File: src/rtl/ps2_pkg.sv
// Shared constants, frame FSM state type and no-event byte test for the PS/2 key decoder.
package ps2_pkg;

   localparam logic [7:0] PS2_PFX_EXT   = 8'hE0;
   localparam logic [7:0] PS2_PFX_REL   = 8'hF0;
   localparam logic [7:0] PS2_PFX_PAUSE = 8'hE1;
   localparam logic [7:0] PAUSE_CODE    = 8'h77;
   localparam int         PAUSE_SKIP    = 7;

   typedef enum logic [1:0] {
      IDLE  = 2'd0,
      SHIFT = 2'd1,
      CHECK = 2'd2
   } frame_state_t;

   // Keyboard status/ack bytes that never map to a key event.
   function automatic logic is_no_event(input logic [7:0] b);
      return b inside {8'h00, 8'hAA, 8'hEE, 8'hFA, 8'hFC, 8'hFE, 8'hFF};
   endfunction

endpackage

File: src/rtl/ps2_key_decoder_if.sv
// Bundles the raw PS/2 line pair and the decoded key-event outputs.
interface ps2_key_decoder_if;
   logic        ps2_clk_i;
   logic        ps2_data_i;
   logic [10:0] ps2_key;
   logic        key_strobe;
   logic        frame_err;

   modport master (
      output ps2_clk_i, ps2_data_i,
      input  ps2_key, key_strobe, frame_err
   );

   modport slave (
      input  ps2_clk_i, ps2_data_i,
      output ps2_key, key_strobe, frame_err
   );
endinterface

File: src/rtl/ps2_key_decoder_frame_rx.sv
// PS/2 frame receiver: sync + glitch filter, 11-bit frame shifter, parity/stop check, bit watchdog.
module ps2_frame_rx
   import ps2_pkg::*;
#(
   parameter int FILTER_LEN  = 8,
   parameter int TIMEOUT_CYC = 48000
) (
   input  logic       clk_sys,
   input  logic       reset,
   input  logic       i_ps2_clk,
   input  logic       i_ps2_data,
   output logic       o_byte_valid,
   output logic [7:0] o_byte,
   output logic       o_frame_err
);

   localparam int FW = $clog2(FILTER_LEN + 1);
   localparam int WW = $clog2(TIMEOUT_CYC + 1);
   localparam logic [FW-1:0] FILT_MAX = FW'(FILTER_LEN - 1);
   localparam logic [WW-1:0] WD_MAX   = WW'(TIMEOUT_CYC - 1);

   logic          r_clk_s1, r_clk_s2, r_dat_s1, r_dat_s2;
   logic          r_clk_filt;
   logic [FW-1:0] r_filt_cnt;
   logic [WW-1:0] r_wd_cnt;
   logic [3:0]    r_bit_cnt;
   logic [9:0]    r_shift;
   frame_state_t  r_state, w_state_nxt;

   logic w_clk_diff, w_clk_flip, w_fall, w_wd_expired, w_frame_ok;

   assign w_clk_diff   = (r_clk_s2 != r_clk_filt);
   assign w_clk_flip   = w_clk_diff && (r_filt_cnt == FILT_MAX);
   assign w_fall       = w_clk_flip && !r_clk_s2;
   assign w_wd_expired = (r_wd_cnt == WD_MAX);
   // Shifter holds {stop, parity, d7..d0}; odd parity over data+parity.
   assign w_frame_ok   = r_shift[9] && (^r_shift[8:0]);

   always_ff @(posedge clk_sys) begin
      if (reset) begin
         r_clk_s1   <= 1'b1;
         r_clk_s2   <= 1'b1;
         r_dat_s1   <= 1'b1;
         r_dat_s2   <= 1'b1;
         r_clk_filt <= 1'b1;
         r_filt_cnt <= '0;
      end else begin
         r_clk_s1 <= i_ps2_clk;
         r_clk_s2 <= r_clk_s1;
         r_dat_s1 <= i_ps2_data;
         r_dat_s2 <= r_dat_s1;
         if (!w_clk_diff) begin
            r_filt_cnt <= '0;
         end else if (w_clk_flip) begin
            r_filt_cnt <= '0;
            r_clk_filt <= r_clk_s2;
         end else begin
            r_filt_cnt <= r_filt_cnt + 1'b1;
         end
      end
   end

   always_ff @(posedge clk_sys) begin
      if (reset) r_state <= IDLE;
      else       r_state <= w_state_nxt;
   end

   always_comb begin
      w_state_nxt = r_state;
      case (r_state)
         IDLE:    if (w_fall && !r_dat_s2) w_state_nxt = SHIFT;
         SHIFT: begin
            if (w_fall) begin
               if (r_bit_cnt == 4'd10) w_state_nxt = CHECK;
            end else if (w_wd_expired) begin
               w_state_nxt = IDLE;
            end
         end
         CHECK:   w_state_nxt = IDLE;
         default: w_state_nxt = IDLE;
      endcase
   end

   always_ff @(posedge clk_sys) begin
      if (reset) begin
         r_bit_cnt <= '0;
         r_shift   <= '0;
         r_wd_cnt  <= '0;
      end else begin
         if (r_state == SHIFT && !w_fall) r_wd_cnt <= r_wd_cnt + 1'b1;
         else                             r_wd_cnt <= '0;
         if (r_state == IDLE && w_fall && !r_dat_s2) begin
            r_bit_cnt <= 4'd1;
         end else if (r_state == SHIFT && w_fall) begin
            r_shift   <= {r_dat_s2, r_shift[9:1]};
            r_bit_cnt <= r_bit_cnt + 4'd1;
         end
      end
   end

   always_comb begin
      o_byte       = r_shift[7:0];
      o_byte_valid = (r_state == CHECK) && w_frame_ok;
      o_frame_err  = ((r_state == CHECK) && !w_frame_ok) ||
                     ((r_state == SHIFT) && !w_fall && w_wd_expired);
   end

endmodule

File: src/rtl/ps2_key_decoder.sv
// PS/2 keyboard to 11-bit key-event word {toggle, pressed, extended, code}.
// Handles E0/F0 prefixes, swallows the 8-byte Pause sequence and status bytes.
module ps2_key_decoder
   import ps2_pkg::*;
#(
   parameter int FILTER_LEN  = 8,
   parameter int TIMEOUT_CYC = 48000
) (
   input  logic              clk_sys,
   input  logic              reset,
   ps2_key_decoder_if.slave  bus
);

   logic        w_byte_valid, w_frame_err;
   logic [7:0]  w_byte;
   logic [10:0] r_key;
   logic        r_strobe, r_ext, r_rel;
   logic [2:0]  r_skip_cnt;

   ps2_frame_rx #(
      .FILTER_LEN  (FILTER_LEN),
      .TIMEOUT_CYC (TIMEOUT_CYC)
   ) u_rx (
      .clk_sys      (clk_sys),
      .reset        (reset),
      .i_ps2_clk    (bus.ps2_clk_i),
      .i_ps2_data   (bus.ps2_data_i),
      .o_byte_valid (w_byte_valid),
      .o_byte       (w_byte),
      .o_frame_err  (w_frame_err)
   );

   always_ff @(posedge clk_sys) begin
      if (reset) begin
         r_key      <= '0;
         r_strobe   <= 1'b0;
         r_ext      <= 1'b0;
         r_rel      <= 1'b0;
         r_skip_cnt <= '0;
      end else begin
         r_strobe <= 1'b0;
         if (w_frame_err) begin
            r_ext <= 1'b0;
            r_rel <= 1'b0;
         end else if (w_byte_valid) begin
            // Pause tail bytes are consumed blindly; the last one emits the key.
            if (r_skip_cnt != 3'd0) begin
               r_skip_cnt <= r_skip_cnt - 3'd1;
               if (r_skip_cnt == 3'd1) begin
                  r_key    <= {~r_key[10], 1'b1, 1'b1, PAUSE_CODE};
                  r_strobe <= 1'b1;
               end
            end else if (w_byte == PS2_PFX_PAUSE) begin
               r_skip_cnt <= 3'(PAUSE_SKIP);
            end else if (w_byte == PS2_PFX_EXT) begin
               r_ext <= 1'b1;
            end else if (w_byte == PS2_PFX_REL) begin
               r_rel <= 1'b1;
            end else if (is_no_event(w_byte)) begin
               r_ext <= 1'b0;
               r_rel <= 1'b0;
            end else begin
               r_key    <= {~r_key[10], ~r_rel, r_ext, w_byte};
               r_strobe <= 1'b1;
               r_ext    <= 1'b0;
               r_rel    <= 1'b0;
            end
         end
      end
   end

   assign bus.ps2_key    = r_key;
   assign bus.key_strobe = r_strobe;
   assign bus.frame_err  = w_frame_err;

endmodule

File: src/flat_wrapper.sv
// flat-port wrapper written by rule: the top's interface ports become plain ports
module ps2_key_decoder_flat import ps2_pkg::*;
#(
   parameter int FILTER_LEN  = 8,
   parameter int TIMEOUT_CYC = 48000
)
  (clk_sys, reset, bus_ps2_clk_i, bus_ps2_data_i, bus_ps2_key, bus_key_strobe, bus_frame_err);
  ps2_key_decoder_if bus_i ();
  input  logic clk_sys;
  input  logic reset;
  input wire logic [$bits(bus_i.ps2_clk_i)-1:0] bus_ps2_clk_i;
  input wire logic [$bits(bus_i.ps2_data_i)-1:0] bus_ps2_data_i;
  output wire logic [$bits(bus_i.ps2_key)-1:0] bus_ps2_key;
  output wire logic [$bits(bus_i.key_strobe)-1:0] bus_key_strobe;
  output wire logic [$bits(bus_i.frame_err)-1:0] bus_frame_err;
  assign bus_i.ps2_clk_i = bus_ps2_clk_i;
  assign bus_i.ps2_data_i = bus_ps2_data_i;
  assign bus_ps2_key = bus_i.ps2_key;
  assign bus_key_strobe = bus_i.key_strobe;
  assign bus_frame_err = bus_i.frame_err;
  ps2_key_decoder #(.FILTER_LEN(FILTER_LEN), .TIMEOUT_CYC(TIMEOUT_CYC)) u_core (.clk_sys(clk_sys), .reset(reset), .bus(bus_i));
endmodule
File: config.mk
export PLATFORM = sky130hd
export DESIGN_NAME = ps2_key_decoder_flat
export DESIGN_NICKNAME = d
export VERILOG_FILES = /design/src/rtl/ps2_pkg.sv /design/src/rtl/ps2_key_decoder_if.sv /design/src/rtl/ps2_key_decoder_frame_rx.sv /design/src/rtl/ps2_key_decoder.sv /design/src/flat_wrapper.sv
export SDC_FILE = /design/constraint.sdc
export NUM_CORES = 1
export LEC_CHECK = 0
export ABC_AREA = 1
export CAP_MARGIN = 20
export CORE_ASPECT_RATIO = 0.5
export CORE_MARGIN = 3
export CORE_UTILIZATION = 45
export CTS_BUF_LIST = sky130_fd_sc_hd__clkbuf_16
export DETAILED_ROUTE_END_ITERATION = 7
export GPL_ROUTABILITY_DRIVEN = 0
export PLACE_DENSITY = 0.62
export SKIP_CTS_REPAIR_TIMING = 1
export SYNTH_ARGS = -nofsm -noshare
export SYNTH_HDL_FRONTEND = slang
export SYNTH_HIERARCHICAL = 1
export SYNTH_SLANG_ARGS = --single-unit
File: constraint.sdc
create_clock -name clk_sys -period 1.9 [get_ports clk_sys]
set_clock_uncertainty 0.2 [all_clocks]
set_input_delay 0.19 -clock clk_sys [delete_from_list [all_inputs] [get_ports clk_sys]]
set_output_delay 0.19 -clock clk_sys [all_outputs]
set_load 0.02 [all_outputs]
Word-level counts from Yosys, hierarchy flattened:

Index checks and enable logic that the tools add are counted.

* add/subtract/negate cells: 4
* eq/ne operators: 25
* mux-type cells: 24
* bitwise logic cells: 10
* reductions and logical operators: 35

Operator list (number)
* 8-bit == test (second input constant): 9
* 11-bit two-way mux: 6
* 16-bit by 1-bit adder with 16-bit output (second input constant): 1
* 16-bit == test (second input constant): 1
* 1-bit logical AND: 11
* 1-bit two-way mux: 11
* 2-bit by 1-bit != test with 1-bit output (second input constant): 5
* 1-bit inverter: 10
* 9-bit parity: 1
* 4-bit by 1-bit adder with 4-bit output (second input constant): 2
* 8-bit zero test: 1
* 2-bit two-way mux: 4
* 4-bit AND reduction: 2
* 7-bit AND reduction: 1
* 7-bit nonzero test: 1
* 3-bit two-way mux: 2
* 3-bit != test (second input constant): 2
* 3-bit AND reduction: 2
* 2-bit OR reduction: 3
* 3-bit OR reduction: 2
* 4-bit by 3-bit == test with 1-bit output (second input constant): 1
* 4-bit == test (second input constant): 1
* 1-bit zero test: 4
* 2-bit != test (second input constant): 2
* 11 further kinds: 13

* register bits: 58
* input port bits: 4

Longest topological paths before layout:

* depth in word-level cells: 9
* mapped depth: 17

Cells and area by module:

The synthesis kept the hierarchy.

By module, submodules not included
* ps2_frame_rx: times used 1, cells an instance 271, area an instance 1976.9 sq um, sequential area each 820.8 sq um
* ps2_key_decoder: times used 1, cells an instance 159, area an instance 1093.5 sq um, sequential area each 340.3 sq um

Least setup slack after synthesis:

Ideal clock, no wire load.

* path kind: register to register
* start: register u_core.u_rx.r_filt_cnt[0]
* end: register u_core.r_key[5] (netlist: u_core/bus.ps2_key[5])
* setup time: 0.113 ns
* arrival time: 1.898 ns
* required time: 1.587 ns
* setup slack: -0.312 ns
* stages on the path, launching flop included: 16
* buffers on the path: 1
* clock period less this slack: 2.212 ns
* cells stage by stage: dfxtp_1 ha_1 nand2_2 nor2_4 nand2_4 inv_1 nor2_2 nand4_1 nand2_1 nor2_1 inv_2 nor2_1 buf_4 nand3_2 nand2_1 nor2_2

* longest elaborated chain between the ends: 9

RTL lines
* start, declared: line ps2_key_decoder_frame_rx.sv:24 `logic [FW-1:0] r_filt_cnt;`
* start signal, assigned: line ps2_key_decoder_frame_rx.sv:58 `r_filt_cnt <= r_filt_cnt + 1'b1;`
* 4-bit by 3-bit == test with 1-bit output: line ps2_key_decoder_frame_rx.sv:33 `assign w_clk_flip = w_clk_diff && (r_filt_cnt == FILT_MAX);`
* 1-bit logical AND: line ps2_key_decoder_frame_rx.sv:33
* 1-bit logical AND: line ps2_key_decoder_frame_rx.sv:34 `assign w_fall = w_clk_flip && !r_clk_s2;`
* 1-bit zero test: line ps2_key_decoder_frame_rx.sv:105 `((r_state == SHIFT) && !w_fall && w_wd_expired);`
* 1-bit logical AND (2 in series): line ps2_key_decoder_frame_rx.sv:105
* 1-bit logical OR: line ps2_key_decoder_frame_rx.sv:104 `o_frame_err = ((r_state == CHECK) && !w_frame_ok) ||`
* net bus_frame_err: line flat_wrapper.sv:15 `output wire logic [$bits(bus_i.frame_err)-1:0] bus_frame_err;`
* 1-bit inverter (no source line)
* 7-bit AND reduction (no source line)
* end signal, assigned: line ps2_key_decoder.sv:50 `r_key <= {~r_key[10], 1'b1, 1'b1, PAUSE_CODE};`
* end signal, assigned: line ps2_key_decoder.sv:63 `r_key <= {~r_key[10], ~r_rel, r_ext, w_byte};`
* end, declared: line ps2_key_decoder.sv:16 `logic [10:0] r_key;`

The timed path passes the listed nets, and every way through them passes these cells.
A chain may end at the register's enable or synchronous reset.

Worst setup path in the final report:

* start: register u_core.u_rx.r_shift[5]
* end: register u_core.r_key[2] (netlist: u_core/bus.ps2_key[2])

* longest elaborated chain between the ends: 7
* elaborated cells on any way between the ends: 23

RTL lines
* start, declared: line ps2_key_decoder_frame_rx.sv:27 `logic [9:0] r_shift;`
* start signal, assigned: line ps2_key_decoder_frame_rx.sv:95 `r_shift <= {r_dat_s2, r_shift[9:1]};`
* parallel branches: the longest is 6 deep, another holds 8-bit == test
* 7-bit AND reduction (no source line) *

Every way passes the cells marked *.

==> results.md <==
* Internal Power at 2220 uW
* Synth Register Bits at 58
* Largest net degree at the start of global routing at 21
* DR iter-0 viols at 171
* Nets at 514
* Power share of the clock group at 0.541
* Yosys cell types at 36
* Clock Path Buffers at 2
* Status: complete, but fails checks
* RSZ-0062 raised after global routing: yes
* Core area at 0.00633 mm^2
* Synth top area cells: dfxtp_1 38%, nand2_1 11%, nor2_1 7.2%
* Mean Syn Cell Area at 7.14 um^2
* Grt ovf at 0
* Post-synthesis net count at 441
* Pre-antenna DRT Iters at 5
* Initial Util at 0.485
* Yosys top cell area share at 0.378
* Num rows at 20
* Dominant cell type by area after synthesis: dfxtp_1
* First-pass GRT wire length at 11.1 mm
* Layout area overhead at 37.4%
* ANT cells at 0
* PortBufs at 16
* Violated checks: negative setup slack
* Fillers at 509
* Slew @ Worst Pin at 0.361 ns
* Max-slew violation count at 0
* Post-route core utilization at 0.666
* Switching pwr at 538 uW
* Die Area at 0.00791 mm^2
* Dominant synthesized flop cell: dfxtp_1
* Hold Vio Cnt, Final at 0
* Min-delay worst type: reg2reg
* Worst VDD drop at 0.493 mV
* Reg area at 0.00118 mm^2
* Total clock sinks at 58
* Worst Setup Start Kind: flip-flop
* Worst R2R Path Depth at 17
* Seq/Total Area, Yosys at 0.378
* Gate Count Post-Synth at 430
* Die width at 123 um
* Non-filler cells, final at 596
* Worst Setup SP: u_core/u_rx/r_shift[5]
* CP required at 1.91 ns
* Worst-path clk slew at 0.05 ns
* # DRC at 0
* WL/cell at 11.2 um
* Dpl cells at 574
* CTS root buf: clkbuf_16
* Comb pwr share at 0.017
* Tot Pwr at 2760 uW
* Die H at 64.4 um
* Final critical-path required period at 2.29 ns
* Vias per cell at 4.77
* Flop pwr share at 0.442
* Area of the multi-input gates at 0.00172 mm^2
* CTS tree: yes
* Antenna violations before repair at 0
* CP Capture Type: flip-flop
* Via count at 2844
* Routed WL at 6.70 mm
* Period utilization at 1.21
* Gr usage total at 0.177
* Hold Startpoint: u_core/u_rx/r_dat_s1
* Final ANT Viol Nets at 0
* Vias in the first global route at 2639
* CTS buffer count at 9
* Reg-to-reg critical path startpoint: u_core/u_rx/r_shift[5]
* PD cells at 655 mW/mm^2
* EDFF count, synth at 0
* DP HPWL at 4.69 mm
* Final WS setup at -0.391 ns
* WS Path Type: reg2reg
* Hold Path Depth at 1
* Relative slew slack at 0.759
* Synth warnings at 6
* H-Tree Depth at 3
* IO Pins at 17
* Crit Path Max Fanout at 5
* Fmax at 437 MHz
* Asr flop ratio synth at 0
* Setup violations, final at 14
* Worst Path Arrival at 2.30 ns
* Switching Fraction at 0.195
* Post-synthesis cell area at 0.00307 mm^2
* Fraction of layout cells with a size suffix above 1 at 0.344
* Max Cap Viol at 0
* Clock latency on the worst-skew pair at 0.33 ns
* Leak at 0.00178 uW
## metal layers
metal / share of wire / vias to the layer above / global-route usage
met5: 0 / - / 0
met4: 0.021 / 0 / 0.0725
met3: 0.037 / 13 / 0.0680
met2: 0.48 / 43 / 0.285
met1: 0.46 / 1282 / 0.213
li1: - / 1506 / -
## worst paths after layout
check | end | slack [ns]
max | u_core/bus.ps2_key[2] | -0.39
min | u_core/u_rx/r_dat_s2 | 0.21
max reg2reg | u_core/bus.ps2_key[2] | -0.39
min reg2reg | u_core/u_rx/r_dat_s2 | 0.21
## critical path, stage by stage (launching register included)
cell and delay, ns:
dfxtp_4 0.36, inv_4 0.06, nand2_2 0.05, nand2_2 0.08
nand2_1 0.06, nand3_2 0.08, nand2_1 0.06, nand2_1 0.08
nand3_2 0.11, nand2_2 0.11, nand2_4 0.06, nor2_4 0.12
inv_2 0.06, nor2_4 0.26, clkbuf_16 0.21, nand3_2 0.07
nand2_1 0.08, nor2_1 0.05
## cell usage after synthesis, types with 5 or more instances
| library cell | n |
|---|---|
| nand3_2 | 9 |
| dfxtp_1 | 58 |
| ha_1 | 7 |
| nand2_2 | 6 |
| inv_2 | 11 |
| inv_1 | 48 |
| nor2_1 | 59 |
| nor3_1 | 10 |
| nand2_1 | 89 |
| o21ai_0 | 19 |
| a21oi_2 | 7 |
| nand3_1 | 16 |
| nor2_2 | 11 |
| a21oi_1 | 27 |
| or2_2 | 5 |
| buf_4 | 10 |
## final cells by class
type	count	area share
clock inverters	7	0.0128
repair buffers	79	0.168
multi-input cells	296	0.407
flip-flops and latches	58	0.279
well taps	88	0.0261
inverters	59	0.0543
clock buffers	9	0.0534
## placed cells by master (no fill, tap or decap), types with 2 or more instances in the layout
master,n
nand2_1,74
buf_4,58
nor2_1,53
dfxtp_1,50
inv_1,44
a21oi_1,27
nand2_2,19
o21ai_0,16
clkdlybuf4s50_1,15
inv_2,15
nor2_2,13
nand3_2,13
nand3_1,12
clkbuf_16,11
nor3_1,9
a21oi_2,7
o21ai_1,6
ha_1,6
nor2_4,5
or2_2,5
dfxtp_2,5
nand2_4,4
xor2_1,4
nand4_1,4
nor3b_1,4
buf_12,3
inv_4,3
dfxtp_4,3
clkinv_1,2
nor3_4,2
## cells by family (layout without fill, tap and decap cells)
logic type	count (synthesis)	count (layout)	synth area share
flops	58	58	0.378
buf+inv	76	154	0.116
fa+ha+maj	7	7	0.0285
simple gates	223	223	0.351
compound gates	60	60	0.109
xor+xnor	6	6	0.0171
## power groups by stage
stage	logic [uW]	clock network, uW	registers [uW]
2_1_floorplan	23.6	0	1250
3_3_place_gp	43.0	0	1250
3_5_place_dp	44.1	0	1250
4_1_cts	44.6	1540	1220
5_1_grt	52.1	1600	1220
6_report	46.9	1490	1220
## per-stage QoR
stage | area [um^2] | hold slack [ns] | worst slack [ns] | TNS, ns
floorplan | 3110 | 0.0591 | -0.0367 | -0.285
global placement | 3710 | 0.195 | -0.230 | -3.07
detailed placement | 3710 | 0.198 | -0.274 | -3.76
CTS | 3990 | 0.208 | -0.621 | -4.69
global route | 4220 | 0.216 | -0.516 | -6.65
finish | 4220 | 0.208 | -0.391 | -4.24
## state kept, by name (all words and copies together), names as in the netlist, 2 cells and up
signal,cells
u_core/u_rx/r_state,2
u_core/u_rx/r_wd_cnt,16
u_core/u_rx/r_shift,10
u_core/u_rx/r_filt_cnt,4
u_core/r_skip_cnt,3
u_core/u_rx/r_bit_cnt,4
u_core/bus.ps2_key,11
Note: power is estimated with default switching activity, not from simulation.
